--- config.mk ---
export PLATFORM = sky130hd
export DESIGN_NAME = ddr3_cpu_traffic_gen
export DESIGN_NICKNAME = d
export VERILOG_FILES = /design/src/rtl/ddr3_cpu_traffic_gen.sv
export SDC_FILE = /design/constraint.sdc
export NUM_CORES = 1
export LEC_CHECK = 0
export CORE_MARGIN = 2
export CORE_UTILIZATION = 46
export CTS_BUF_LIST = sky130_fd_sc_hd__clkbuf_4
export DETAILED_ROUTE_END_ITERATION = 6
export PLACE_DENSITY = 0.88
export SLEW_MARGIN = 0
export SYNTH_ARGS = -nofsm -noshare
export SYNTH_HDL_FRONTEND = slang
export SYNTH_SLANG_ARGS = --single-unit
--- constraint.sdc ---
create_clock -name cpu_clk -period 2.7 [get_ports cpu_clk]
set_input_delay 0.405 -clock cpu_clk [delete_from_list [all_inputs] [get_ports cpu_clk]]
set_output_delay 0.405 -clock cpu_clk [all_outputs]
set_load 0.02 [all_outputs]
--- src/rtl/ddr3_cpu_traffic_gen.sv ---
// Row/bank sweep traffic generator for a DDR3 controller CPU port: writes a
// position-derived pattern per row/bank and optionally reads it back to count mismatches.
module ddr3_cpu_traffic_gen #(
  parameter int                ADDR_W        = 15,
  parameter int                BA_W          = 3,
  parameter int                DATA_W        = 64,
  parameter int                WORDS_PER_ROW = 16,
  parameter int                START_ROW     = 0,
  parameter int                STOP_ROW      = 3,
  parameter int                NUM_BANKS     = 1,
  parameter int                MODE          = 1,
  parameter logic [DATA_W-1:0] SEED          = '0
) (
  input  logic              cpu_clk,
  input  logic              RESET_N,
  input  logic              START,
  output logic [ADDR_W-1:0] ADDR,
  output logic [BA_W-1:0]   BA,
  output logic              CMD,
  output logic              ADDR_VALID,
  input  logic              CMD_RDY,
  output logic              WR_READY,
  output logic [DATA_W-1:0] WR_DATA,
  input  logic              WR_DATA_VALID,
  input  logic [DATA_W-1:0] RD_DATA,
  input  logic              RD_DATA_VALID,
  output logic              BUSY,
  output logic              DONE,
  output logic [15:0]       ERR_CNT,
  output logic [ADDR_W-1:0] ERR_ROW,
  output logic [BA_W-1:0]   ERR_BA
);

  localparam logic [2:0] S_IDLE    = 3'd0;
  localparam logic [2:0] S_WR_CMD  = 3'd1;
  localparam logic [2:0] S_WR_DATA = 3'd2;
  localparam logic [2:0] S_RD_CMD  = 3'd3;
  localparam logic [2:0] S_RD_DATA = 3'd4;
  localparam logic [2:0] S_NEXT    = 3'd5;
  localparam logic [2:0] S_FINISH  = 3'd6;

  // One extra row bit so a sweep ending at the top row cannot wrap to 0.
  localparam int              RW        = ADDR_W + 1;
  localparam logic [RW-1:0]   FIRST_ROW = RW'(START_ROW);
  localparam logic [RW-1:0]   LAST_ROW  = RW'(STOP_ROW);
  localparam logic [RW-1:0]   ROW_ONE   = RW'(1);
  localparam logic [BA_W-1:0] LAST_BANK = BA_W'(NUM_BANKS - 1);
  localparam logic [BA_W-1:0] BANK_ONE  = BA_W'(1);
  localparam logic [15:0]     LAST_WORD = 16'(WORDS_PER_ROW - 1);
  localparam bit              EMPTY     = (STOP_ROW < START_ROW);

  logic [2:0]        r_state;
  logic [RW-1:0]     r_row;
  logic [BA_W-1:0]   r_bank;
  logic [15:0]       r_word;
  logic              r_done;
  logic [15:0]       r_err_cnt;
  logic [ADDR_W-1:0] r_err_row;
  logic [BA_W-1:0]   r_err_ba;

  logic [DATA_W-1:0] w_pat;
  logic              w_last_word;
  logic              w_mismatch;

  assign w_pat       = DATA_W'({r_bank, r_row[ADDR_W-1:0], r_word[7:0]}) ^ SEED;
  assign w_last_word = (r_word == LAST_WORD);
  assign w_mismatch  = (RD_DATA != w_pat);

  assign ADDR       = r_row[ADDR_W-1:0];
  assign BA         = r_bank;
  assign CMD        = (r_state == S_RD_CMD);
  assign ADDR_VALID = (r_state == S_WR_CMD) || (r_state == S_RD_CMD);
  assign WR_READY   = (r_state == S_WR_DATA);
  assign WR_DATA    = WR_READY ? w_pat : '0;
  assign BUSY       = (r_state != S_IDLE) && (r_state != S_FINISH);
  assign DONE       = r_done;
  assign ERR_CNT    = r_err_cnt;
  assign ERR_ROW    = r_err_row;
  assign ERR_BA     = r_err_ba;

  always_ff @(posedge cpu_clk or negedge RESET_N) begin
    if (!RESET_N) begin
      r_state   <= S_IDLE;
      r_row     <= '0;
      r_bank    <= '0;
      r_word    <= '0;
      r_done    <= 1'b0;
      r_err_cnt <= '0;
      r_err_row <= '0;
      r_err_ba  <= '0;
    end else begin
      case (r_state)
        S_IDLE: begin
          if (START) begin
            r_row     <= FIRST_ROW;
            r_bank    <= '0;
            r_word    <= '0;
            r_err_cnt <= '0;
            r_err_row <= '0;
            r_err_ba  <= '0;
            r_done    <= EMPTY;
            r_state   <= EMPTY ? S_FINISH : S_WR_CMD;
          end
        end
        S_WR_CMD: if (CMD_RDY) r_state <= S_WR_DATA;
        S_WR_DATA: begin
          if (WR_DATA_VALID) begin
            if (w_last_word) begin
              r_word  <= '0;
              r_state <= (MODE != 0) ? S_RD_CMD : S_NEXT;
            end else begin
              r_word <= r_word + 16'd1;
            end
          end
        end
        S_RD_CMD: if (CMD_RDY) r_state <= S_RD_DATA;
        S_RD_DATA: begin
          if (RD_DATA_VALID) begin
            if (w_mismatch) begin
              // A zero count means no mismatch yet since START (it saturates, never wraps).
              if (r_err_cnt == 16'd0) begin
                r_err_row <= r_row[ADDR_W-1:0];
                r_err_ba  <= r_bank;
              end
              if (r_err_cnt != 16'hFFFF) r_err_cnt <= r_err_cnt + 16'd1;
            end
            if (w_last_word) begin
              r_word  <= '0;
              r_state <= S_NEXT;
            end else begin
              r_word <= r_word + 16'd1;
            end
          end
        end
        S_NEXT: begin
          if (r_bank != LAST_BANK) begin
            r_bank  <= r_bank + BANK_ONE;
            r_state <= S_WR_CMD;
          end else if (r_row != LAST_ROW) begin
            r_bank  <= '0;
            r_row   <= r_row + ROW_ONE;
            r_state <= S_WR_CMD;
          end else begin
            r_done  <= 1'b1;
            r_state <= S_FINISH;
          end
        end
        S_FINISH: r_state <= S_IDLE;
        default:  r_state <= S_IDLE;
      endcase
    end
  end

endmodule

==> summary.md, run 1 <==
| Metric | Value |
|---|---|
| Initial core utilization | 47.2% |
| Area grow syn2layout | 31.4% |
| P per Cell Area | 534 nW/µm² |
| Clk pin slew, worst setup/hold paths | 140 ps |
| RSZ-0062 raised after global routing | no |
| Port Buffers | 152 |
| Top cell type's share of synthesized area | between 30 and 40% |
| Fin Clk Skew | 29.7 ps |
| Most frequent cells after synthesis | 73 x dfrtp_1, 60 x nand2_1, 54 x buf_4 |
| Final Setup Violations | 0 |
| Worst-Margin Slew | 686 ps |
| Core footprint | ~11000 µm² |
| Initial DRC count | 386 |
| Worst R2R Path Depth | 8 |
| Top-count cell post-synth | dfrtp_1 |
| Sequential area share after synthesis | 35.6% |
| Worst-case hold slack | 515 ps |
| Fill cells | 930 |
| Hpwl dp | around 11000 µm |
| CTS Root Buffer Type | clkbuf_4 |
| CTS buffer count | 9 |
| Row Count | 38 |
| Peak supply drop | around 0.46 mV |
| Setup bufs post-CTS | 0 |
| First-pass GRT wire length | 24000 µm |
| Overall Power | around 3.6 mW |
| Post-route antenna net violation count | 0 |
| Netlist cell types | 57 |
| Top cells by area, synth | dfrtp_1 36%, buf_4 7.9%, xnor2_1 4.4%, and3_1 4.4%, nand2_1 4.4% |
| Crit Path Category | register to primary output |
| Slew headroom | 54.3% |
| CTS tree | done |
| Register bit count reported by yosys | between 70 and 80 |
| Slew Limit Fails | 0 |
| Post-synth EDFFs | 0 |
| Dominant cell type by area after synthesis | dfrtp_1 |
| Post-Route WL | 15200 µm |
| Crit-path max FO | 17 |
| Synth warnings | 0 |
| Placer Congestion | 0.924 |
| Upper clock frequency limit | 386 MHz |
| Hold Path Class | input port to async pin |
| Worst path required time | 2300 ps |
| Sink Count | 73 |
| Synth Flop Type | dfrtp_1 |
| Outcome | completed |
| DRC | 0 |
| Mapped Cells | about 610 |
| Setup TNS | 0 ps |
| Critical path buffers and inverters | 2 |
| Syn Area/Cell | 8.39 µm² |
| # IOs | ~190 |
| Post-layout nets | 825 |
| Max Cap Viol | 0 |
| CP delay by family, top | buffers and inverters |
| R2r startpoint | BA[0] |
| Vias in the first global route | 4804 |
| Share of cells above drive strength 1 | 7.57% |
| CP startpoint kind | register |
| Initial antenna violation count | 1 |
| # H-tree levels | 3 |
| R2R setup slack | 270 ps |
| Mapped Area | between 5000 and 6000 µm² |
| DR WL/cell | 17.0 µm |
| Reg-to-Reg End | ERR_ROW[4] |
| Critical Path, Cell by Cell | nor2_1 > buf_4 > and3_1 > clkdlybuf4s50_1 |
| Die X | between 100 and 150 µm |
| Clk Latency, worst-skew pair | 450 ps |
| Slowest-stage cell, CP | clkdlybuf4s50_1 |
| Share of flip-flops with an asynchronous set or reset | 100% |
| Critical Path Sink | WR_DATA[22] |
| Die H | 110 µm |
| Via density | 5.61 |
| Final period utilization | between 90% and 100% |
| Die Footprint | about 12000 µm² |
| GRT Total Usage | approximately 26% |
| Crit path arrival time | between 2000 and 2500 ps |
| Setup crit start | r_state[0] |
| Total gr overflow | 0 |
| Max stage delay on crit path | 620 ps |
| Critical Path Stages | 4 |
| Largest net degree at the start of global routing | 47 |
| CTS Buffer Depth | 2 |
| Design area | 6750 µm² |
| Placed Area | 6580 µm² |
| Via Count | 5014 |
| Final hold viol count | 0 |
| Leak | 2.93 nW |
| Crit. End Element | primary output |
| Tmin final | 2590 ps |
| DR pass1 iterations | 5 |
==> flip-flops by register name, indices dropped and copies added, names as in the netlist <==
register and flops:
BA 3, DONE 1, ERR_BA 3, ERR_CNT 16, ERR_ROW 15, r_row 16
r_state 3, r_word 16
==> layout by cell type, fill, tap and decap left out, types with 16 or more instances in the layout <==
cell type	synthesis	routed
clkdlybuf4s50_1	0	151
dfrtp_1	73	72
nand2_1	60	60
nor2_1	48	48
o21ai_0	43	43
conb_1	1	38
and3_1	36	36
inv_1	30	30
buf_4	54	27
xnor2_1	26	26
nor4_1	26	26
mux2i_1	18	18
nand3_1	16	16
nand4_1	16	16
==> metal layers <==
metal	vias to the layer above	global-route usage (%)	routed length, µm
met5	-	0	0
met4	0	9.76	262
met3	21	3.79	1410
met2	273	42.1	7450
met1	2400	34.2	6110
li1	2320	-	-
==> where the power goes <==
part	switching (mW)	leakage [nW]	internal, mW
registers	0.0737	1.01	1.14
clock network	0.417	0.0825	0.381
logic	0.981	1.84	0.610
total	1.47	2.93	2.13
==> cell families (layout without fill, tap and decap cells) <==
family                   after synthesis  in the layout  synth area share [%]
AND/OR/NAND/NOR                      252            252                  25.3
buffers and inverters                123            227                  14.4
AO/OA/AOI/OAI                         99             99                  12.6
flip-flops                            73             73                  35.6
XOR/XNOR                              37             37                  6.31
multiplexers                          21             21                  4.24
adder cells (fa/ha/maj)                6              6                  1.46
other                                  1             39                0.0730
==> metrics by stage <==
stage	instances	setup slack, ps	utilization (%)
2_1_floorplan	649	618	-
3_3_place_gp	877	29.1	60.4
3_5_place_dp	877	-121	60.4
4_1_cts	893	44.9	62.0
5_1_grt	894	3.75	62.0
6_report	894	112	62.0
==> timing repair <==
action,CTS,global route
hold endpoints to repair,2,0
endpoints found under the setup margin,0,22
hold buffers,1,0
resized for setup,0,1
==> worst register-to-register path, stage by stage, from the launching register on <==
cell     delay (ps)
dfrtp_1         500
xnor2_1         200
nand3_1         160
nor4_1          470
buf_4           190
and4_1          240
a211o_4         160
buf_12          170
mux2i_1         240
==> how the worst min path moves through the flow <==
stage | depth (start not counted) | start | slack, ps | end
6_report | 2 | RESET_N | 510 | r_state[0]
2_1_floorplan | 0 | RESET_N | 110 | BA[0]
3_3_place_gp | 1 | RESET_N | 470 | r_word[15]
5_1_grt | 2 | ERR_ROW[14] | 560 | ERR_ROW[14]
4_1_cts | 2 | RESET_N | 520 | r_state[0]
3_5_place_dp | 1 | RESET_N | 480 | r_word[15]
==> cell type report <==
| class | instances | area, µm² | area share, % |
|---|---|---|---|
| antenna | 1 | 2.50 | 0.0371 |
| tap | 140 | 175 | 2.59 |
| sequential | 73 | 1830 | 27.1 |
| clock inverter | 5 | 81.3 | 1.20 |
| timing repair buffer | 182 | 1770 | 26.2 |
| multi-input combinational | 453 | 2710 | 40.1 |
| inverter | 30 | 113 | 1.67 |
| clock buffer | 10 | 75.1 | 1.11 |
Power figures use the tool's default switching activity.
==> run 2: changes to the inputs <==
CORE_UTILIZATION = 42   (was 46)
PLACE_DENSITY = 0.85   (was 0.88)
SETUP_SLACK_MARGIN = 0.15   (was unset)
clock period = 2.14 ns   (was 2.7 ns; I/O delays follow)
==> run 2 against run 1 <==
Effect of this change:
- total power grew 52%
- wire length grew 12%
- non-clock buffer count grew 51
- clock skew decreased by 8.6 ps
- highest routed layer unchanged
- via count increased by 5.9%
- first-iteration DRC count up 29%
- sequential share of layout area shrank 2.5 points
- core utilization increased by 0.58 points
- critical path type is now register to register
- worst hold slack got worse by 130 ps
- largest power group unchanged
- die area up 9.2%
- cell area up 11%
==> summary.md, run 2 (synthesis gave the netlist of run 1 again) <==
| Metric | Value |
|---|---|
| Sequential Power Share | 28.0% (-5.7 points) |
| # IOs | 191 (unchanged) |
| Setup TNS | 0 ps (unchanged) |
| Core footprint | 12000 µm² (+9.9%) |
| Final Setup Violations | 0 (unchanged) |
| RSZ-0062 raised after global routing | yes |
| Most frequent cells in the layout | 107 x clkdlybuf4s50_1, 67 x buf_4, 63 x dfrtp_1 |
| CTS Root Buffer Type | clkbuf_4 |
| Vias in the first global route | 4920 (+2.4%) |
| Area grow syn2layout | 45.7% |
| Row Count | 40 (+5.3%) |
| Tmin final | 2110 ps |
| Post-Route WL | 17000 µm (+12%) |
| Worst-Margin Slew | 558 ps (-128 ps) |
| Clk pin slew, worst setup/hold paths | 140 ps (about the same) |
| CP startpoint kind | register |
| Slew Limit Fails | 0 (unchanged) |
| Die Footprint | 13100 µm² (+9.2%) |
| Hpwl dp | 11800 µm (+2.7%) |
| Commonest non-fill, non-tap cell in the layout | clkdlybuf4s50_1 |
| Largest net degree at the start of global routing | 42 (-11%) |
| Initial core utilization | 42.9% (-4.2 points) |
| Clock share of power | 22.7% (+0.6 points) |
| Internal Power | 3.34 mW (+57%) |
| Via Count | 5311 (+5.9%) |
| Fill cells | 994 (+6.9%) |
| Slowest-stage cell, CP | dfrtp_1 |
| P_sw | 2.13 mW (+45%) |
| CTS Buffer Depth | 2 (unchanged) |
| Via density | 5.57 (-0.63%) |
| Share of cells above drive strength 1 | 23.4% (+16 points) |
| Hold Path Class | input port to async pin |
| Slew headroom | 62.8% (+8.5 points) |
| Initial DRC count | 498 (+29%) |
| Critical Path, Cell by Cell | buf_6 > nor4_2 > and4_4 > a2bb2oi_2 > buf_4 > nor4_4 > xnor2_1 > nor2_1 |
| Placed Area | 6900 µm² (+4.8%) |
| Crit-path max FO | 9 (-8) |
| Upper clock frequency limit | 474 MHz |
| Overall Power | 5.48 mW (+52%) |
| Total gr overflow | 0 (unchanged) |
| DRC | 0 (unchanged) |
| DR pass1 iterations | 5 (unchanged) |
| Die X | 115 µm (+4.5%) |
| Leak | 3.55 nW (+21%) |
| Final hold viol count | 0 (unchanged) |
| Worst path required time | 2470 ps (+170 ps) |
| P per Cell Area | 732 nW/µm² (+37%) |
| Crit Path Category | register to register |
| Peak supply drop | 0.432 mV (-5.9%) |
| # H-tree levels | 3 (unchanged) |
| Post-layout nets | 877 (+6.3%) |
| Final period utilization | 98.5% |
| Comb pwr share | 49.3% (+5.2 points) |
| Post-route antenna net violation count | 0 (unchanged) |
| Outcome | completed |
| Port Buffers | 152 (unchanged) |
| CTS tree | done |
| Crit. End Element | register |
| Net Sw Frac | 39.0% (-1.8 points) |
| Placer Congestion | 0.922 (-0.23%) |
| Initial antenna violation count | 0 (-1) |
| Sink Count | 73 (unchanged) |
| Clk Latency, worst-skew pair | 440 ps (about the same) |
| First-pass GRT wire length | 24900 µm (+4.0%) |
| CTS buffer count | 9 (unchanged) |
| Design area | 7480 µm² (+11%) |
| Fin Clk Skew | 21.2 ps (-8.59 ps) |
| GRT Total Usage | 24.1% (-1.6 points) |
| Final Util | 62.6% (+0.58 points) |
| DR WL/cell | 17.9 µm (+4.9%) |
| Max stage delay on crit path | 440 ps (-180 ps) |
| Die H | 115 µm (+4.5%) |
| Crit path arrival time | 2430 ps (+250 ps) |
| Antenna cells | 0 (-1) |
| Max Cap Viol | 0 (unchanged) |
-- run 2: cell count changes in the layout (fill, tap and decap cells not counted), sizes merged --
cell / change
or2: +1
clkinvlp: -1
dlymetal6s2s: +8
diode: -1
buf: +58
clkbuf: +20
dlygate4sd2: +7
clkdlybuf4s15: +1
clkinv: +1
clkdlybuf4s50: -44
bufinv: +2
-- run 2: final timing paths --
path                            startpoint           to  slack (ps)  depth (start not counted)
worst max-delay path              r_row[6]    r_row[13]          30                          8
worst min-delay path               RESET_N  ERR_ROW[11]         380                          2
worst max register to register    r_row[6]    r_row[13]          30                          8
worst min register to register  ERR_ROW[0]   ERR_ROW[0]         530                          2
max in group asynchronous          RESET_N   r_state[0]        1130                          3
min in group cpu_clk            ERR_ROW[0]   ERR_ROW[0]         530                          2
-- run 2: routing by layer --
| metal | vias to the layer above | wire (µm) | global-route usage [%] | share of wire (%) |
|---|---|---|---|---|
| li1 | 2422 | - | - | - |
| met3 | 54 | 1650 | 3.92 | 9.7 |
| met2 | 325 | 8170 | 39.8 | 48 |
| met5 | - | 0 | 0 | 0 |
| met1 | 2510 | 6770 | 31.9 | 40 |
| met4 | 0 | 452 | 8.62 | 2.7 |
-- run 2: power by group through the flow --
stage / combinational, mW / sequential, mW / clock, mW
after floorplan: 1.41 / 1.53 / 0
after global placement: 2.11 / 1.53 / 0
after detailed placement: 2.15 / 1.53 / 0
after CTS: 2.23 / 1.51 / 1.25
after global routing: 2.86 / 1.54 / 1.33
final: 2.70 / 1.53 / 1.24
-- run 2: through the flow --
step,instances,hold WS [ps],worst slack [ps]
global placement,920,344,-364
CTS,942,403,71.7
global route,953,423,-4.00
detailed placement,920,348,-418
finish,953,384,31.2
floorplan,649,25.4,121
-- run 2: area by class of cell --
type | instances | area, µm² | area share [%]
multi-input combinational | 454 | 3010 | 40.2
timing repair buffer | 233 | 2130 | 28.4
sequential | 73 | 1840 | 24.6
tap | 147 | 184 | 2.46
clock inverter | 7 | 143 | 1.91
inverter | 30 | 113 | 1.50
clock buffer | 9 | 67.6 | 0.903
-- run 2: what timing repair did --
action,CTS,global route
setup endpoints to repair,90,106
setup buffers,4,9
resized for setup,96,99
cloned,1,2
endpoints found under the hold margin,40,0
hold buffers,1,0
pin swaps,2,15
-- run 2: critical path, delay by kind of cell, from the launching register on --
family	cells	cell delay, ps
buffers and inverters	2	370
and+or+nand+nor	4	760
xor gates and xnor gates	1	170
DFF	1	440
AOI/OAI and AO/OA	1	240
